**src/rtl/key_schedule_ctrl.sv**
```systemverilog
// Round-key schedule sequencer with a registered random-access round-key store.
// Optional macro KEY_SCHED_REVERSE_EN adds rk_reverse for decryption-order reads.
module key_schedule_ctrl #(
   parameter int NUM_ROUNDS = 12
) (
   input  logic         clk,
   input  logic         rst,
   input  logic [127:0] key_in,
   input  logic         key_valid,
   output logic         key_ready,
   input  logic         key_clear,
   output logic         busy,
   output logic         rk_ready,
   output logic [127:0] ks_data_in,
   output logic [3:0]   ks_round,
   input  logic [127:0] ks_data_out,
   input  logic [3:0]   rk_rd_idx,
`ifdef KEY_SCHED_REVERSE_EN
   input  logic         rk_reverse,
`endif
   output logic [127:0] rk_rd_data
);

   localparam logic [3:0] LAST = 4'(NUM_ROUNDS);

   localparam logic [1:0] IDLE = 2'd0;
   localparam logic [1:0] RUN  = 2'd1;
   localparam logic [1:0] DONE = 2'd2;

   logic [1:0]   state_r;
   logic [127:0] w_r;
   logic [3:0]   r_r;
   logic         key_ready_r;
   logic         busy_r;
   logic         rk_ready_r;
   logic [127:0] rd_data_r;
   logic [127:0] store_r [0:NUM_ROUNDS];

   logic         rd_ok_s;
   logic [3:0]   eff_idx_s;
   logic         store_we_s;

   assign ks_data_in = w_r;
   assign ks_round   = r_r;
   assign key_ready  = key_ready_r;
   assign busy       = busy_r;
   assign rk_ready   = rk_ready_r;
   assign rk_rd_data = rd_data_r;

   // Range check is done on the raw index, before any reverse mapping.
   always_comb begin
      rd_ok_s   = (rk_rd_idx <= LAST);
      eff_idx_s = rk_rd_idx;
`ifdef KEY_SCHED_REVERSE_EN
      if (rk_reverse) begin
         eff_idx_s = LAST - rk_rd_idx;
      end else begin
         eff_idx_s = rk_rd_idx;
      end
`endif
      store_we_s = (state_r == RUN) && !key_clear;
   end

   // Control FSM: working register, round counter and status flags.
   always_ff @(posedge clk or posedge rst) begin
      if (rst) begin
         state_r     <= IDLE;
         w_r         <= 128'd0;
         r_r         <= 4'd0;
         key_ready_r <= 1'b1;
         busy_r      <= 1'b0;
         rk_ready_r  <= 1'b0;
      end else if (key_clear) begin
         state_r     <= IDLE;
         w_r         <= 128'd0;
         r_r         <= 4'd0;
         key_ready_r <= 1'b1;
         busy_r      <= 1'b0;
         rk_ready_r  <= 1'b0;
      end else begin
         case (state_r)
            IDLE, DONE: begin
               if (key_valid) begin
                  state_r     <= RUN;
                  w_r         <= key_in;
                  r_r         <= 4'd0;
                  key_ready_r <= 1'b0;
                  busy_r      <= 1'b1;
                  rk_ready_r  <= 1'b0;
               end
            end
            RUN: begin
               // Round 0 stores the key itself; W only advances from round 1 on.
               if (r_r != 4'd0) begin
                  w_r <= ks_data_out;
               end
               if (r_r == LAST) begin
                  state_r     <= DONE;
                  r_r         <= 4'd0;
                  key_ready_r <= 1'b1;
                  busy_r      <= 1'b0;
                  rk_ready_r  <= 1'b1;
               end else begin
                  r_r <= r_r + 4'd1;
               end
            end
            default: begin
               state_r     <= IDLE;
               w_r         <= 128'd0;
               r_r         <= 4'd0;
               key_ready_r <= 1'b1;
               busy_r      <= 1'b0;
               rk_ready_r  <= 1'b0;
            end
         endcase
      end
   end

   // Round-key store capture; a clear retains contents and blocks the pending write.
   always_ff @(posedge clk or posedge rst) begin
      if (rst) begin
         for (int i = 0; i <= NUM_ROUNDS; i++) begin
            store_r[i] <= 128'd0;
         end
      end else if (store_we_s) begin
         store_r[r_r] <= ks_data_out;
      end
   end

   // Registered read port; same-cycle write to the same index returns the old value.
   always_ff @(posedge clk or posedge rst) begin
      if (rst) begin
         rd_data_r <= 128'd0;
      end else if (rd_ok_s) begin
         rd_data_r <= store_r[eff_idx_s];
      end else begin
         rd_data_r <= 128'd0;
      end
   end

endmodule

```
**config.mk**
```make
export PLATFORM = sky130hd
export DESIGN_NAME = key_schedule_ctrl
export DESIGN_NICKNAME = d
export VERILOG_FILES = /design/src/rtl/key_schedule_ctrl.sv
export SDC_FILE = /design/constraint.sdc
export NUM_CORES = 2
export LEC_CHECK = 0
export ABC_CLOCK_PERIOD_IN_PS = 77900
export CORE_ASPECT_RATIO = 0.6
export CORE_MARGIN = 2
export CORE_UTILIZATION = 40
export DETAILED_ROUTE_END_ITERATION = 12
export PLACE_DENSITY = 0.67
export SYNTH_ARGS = -nofsm -noshare
export SYNTH_HDL_FRONTEND = slang
export SYNTH_SLANG_ARGS = --single-unit
```
**constraint.sdc**
```tcl
create_clock -name clk -period 77.9 [get_ports clk]
set_clock_uncertainty 0.2 [all_clocks]
set_input_delay 7.79 -clock clk [delete_from_list [all_inputs] [get_ports clk]]
set_output_delay 7.79 -clock clk [all_outputs]
set_load 0.02 [all_outputs]
```
==> results.ini <==
[grt]
antenna_found_initial = 11
grt_max_degree = 183
gr-total-overflow = 0
grt_usage_pct = 21.25
grt_pass1_wl_um = 347800
grt_pass1_vias = 52780

[setup_path]
endpoint_kind = asynchronous set/reset pin
r2r_slack_ps = 73300
path_max_fanout = 176
startpoint_type = input port
worstSetupPathType = in -> async
cp_cell_sequence = clkdlybuf4s50_1 -> inv_8 -> buf_4 -> buf_12 -> buf_4 -> buf_12 -> buf_4
reg2regPathDepth = 7
arrival_ps = 13440
cpMaxStageDelayCell = buf_4
slowest_delay_ps = 900
crit_top_cell = buf_4
cp.required_ps = 78460
timing.rr.end = store_r[119]$_DFFE_PP0P_
r2r-start = ks_round[1]$_DFFE_PP0P_

[logic_synthesis]
synth_area_mm2 = 0.08409
synth_top_family_by_area = multiplexers
avgSynthCellArea_um2 = 14.66
synth-seq-area-share_pct = 57.35
synthSimpleGateAreaFrac_pct = 1.609
synth_compound_area_share_pct = 5.404
muxShareOfSynthArea_pct = 32.17
synth.distinct_cells = 37
synthesis.nets = 6002
postSynthCellCount = 5734
yosys_register_bits = 1927
synthAdderAreaFrac_pct = 0.05952
yosysWarnings = 0
synth-xor-area-share_pct = 0

[sta]
timing.fmax_mhz = 77.63
slew_violations = 0
slew_headroom_pct = 22.37
finalHoldViolCount = 0
setup-tns-final_ps = 0
rsz0062_at_grt = false
fin_crit_sh_pct = 16.54
setup_ws_ps = 65020
setup_viol = 0
min_period_ps = 12880
tightest_slew_ps = 1164

[finish]
postLayoutCoreUtil_pct = 46.51
area_growth_pct = 15.70
drive_gt1_share_pct = 37.36
nets = 6262

[power]
power.density_mw_per_mm2 = 24.15
leakagePower_nw = 46.36
vdd_drop_max_mv = 0.01602

[drt]
routed_wirelength_um = 230000
vias = 50350
drt_first_pass_iters = 9
vias_per_cell = 5.652
drt_iter0_markers = 3910
ant_nets = 0
wl_met3_um = 10450
routedWlPerCell_um = 25.82
dr_wl_met2_um = 109100
wl_met1_um = 106000
drc = 0
top_layer = met4

[clock_network]
insertion_delay_ps = 840
cts_made_buffers = 189
cts_sinks = 1927
h-tree-depth = 4
ctsHoldBuffers = 0
cts_resized = 0
post_cts_buffers = 0
clock-root-buffer = clkbuf_16
clk_pin_slew_ps = 60
cts_buffer_depth = 4
cts_tree = yes

[die]
start_util_pct = 40.20
die_area_mm2 = 0.2140
core_area_mm2 = 0.2092
num_rows = 130
die_w_um = 595.9
io_pins = 527
fp.dieH_um = 359.2

[placed_design]
dp_slack_ps = 64050
gp_congestion = 0.7392
hpwl_um = 127800
port_buffers = 526

[hold_path]
hold_class = reg -> reg
holdPathStages = 1
hold_end = store_r[273]$_DFFE_PP0P_
hold_path_startpoint = store_r[273]$_DFFE_PP0P_

[run]
cap_viol_max_count = 0

[outcome]
status = completed

## power by group
| part | internal, W | switching (W) |
|---|---|---|
| combinational | 0.000135 | 0.000146 |
| clock | 0.000550 | 0.000396 |
| sequential | 0.00108 | 0.0000408 |
## final cells by class
class / count / area [µm²]
fill: 18090 / 111900
inverter: 3 / 18.77
antenna: 4 / 10.01
clock inverter: 56 / 808.3
clock buffer: 274 / 5512
tap: 2772 / 3468
sequential: 1927 / 48220
multi-input combinational: 3256 / 33180
timing repair buffer: 617 / 6067
## worst max-delay path by stage
| stage | from | to | slack [ps] | cells past startpoint |
|---|---|---|---|---|
| final | rst | store_r[625]$_DFFE_PP0P_ | 65020 | 7 |
| after global routing | rst | store_r[625]$_DFFE_PP0P_ | 64210 | 7 |
| after CTS | rst | store_r[625]$_DFFE_PP0P_ | 64920 | 7 |
| after detailed placement | rst | store_r[105]$_DFFE_PP0P_ | 64050 | 7 |
| after global placement | rst | store_r[734]$_DFFE_PP0P_ | 64210 | 7 |
| after floorplan | rst | ks_data_in[0]$_DFFE_PP0P_ | 15490 | 1 |
## stage by stage
step                      area (µm²)  instances  power (W)  hold slack (ps)
final                          97280       8909   0.002350            284.4
after global placement         90940       8574   0.001410            268.1
after floorplan                84090       5734   0.001315            258.7
after detailed placement       90950       8575   0.001423            275.4
after CTS                      97270       8905   0.002375            289.2
after global routing           97280       8906   0.002446            292.5
## synthesized netlist by cell type (all sizes together)
library cell,n,area [µm²]
nor3b,3,32.53
a22o,1,8.760
o21ai,85,425.4
and3b,1,8.760
o21bai,1,7.510
nor2,202,758.2
a22oi,161,1209
a31oi,1,6.260
o22a,1,8.760
and2,1,6.260
mux2,1731,19490
ha,4,50.05
a21o,2,15.01
or3b,1,8.760
a21oi,285,1426
inv,3,11.26
nor2b,47,294.0
dfstp,1,26.28
nand3b,1,7.510
a221oi,84,735.7
or2,1,6.260
nand2,20,75.07
mux2i,269,2693
clkbuf,283,1062
mux4,216,4865
nor3,3,15.01
dfrtp,1926,48200
nand2b,20,125.1
buf,265,1794
nand3,3,15.01
o22ai,111,694.4
o211ai,1,7.510
## flip-flops by register name, summed over array words and instances (netlist names)
register / count
rk_rd_data: 128
ks_data_in: 128
ks_round: 4
state_r: 2
key_ready: 1
store_r: 1664
## logic make-up after synthesis
logic type	Yosys count
buffers and inverters	551
AOI/OAI and AO/OA	733
and+or+nand+nor	303
DFF	1927
adders and majority gates	4
muxes	2216
## placed cells by master, fill, tap and decap left out, drive strengths merged, types with 4 or more instances in the layout
cell and n:
mux4 216, o21ai 85, a22oi 161, nand2b 20, clkdlybuf4s50 522, mux2i 269, bufinv 18, a21oi 285
clkinv 29, dfrtp 1926, nor2b 47, diode 4, ha 4, nand2 20, mux2 1731, clkbuf 275
nor2 202, inv 9, a221oi 84, buf 94, o22ai 111
## worst max-delay path: cells and delay by family
family                 cells  cell delay [ps]
buffers and inverters      7             5100
## metal layers
layer  vias to the layer above  track usage [%]
met5                         -                0
li1                      21560                -
met3                       284            3.245
met2                      1134            34.43
met1                     27380            30.34
met4                         0            4.434
(Power assumes the default switching activity.)
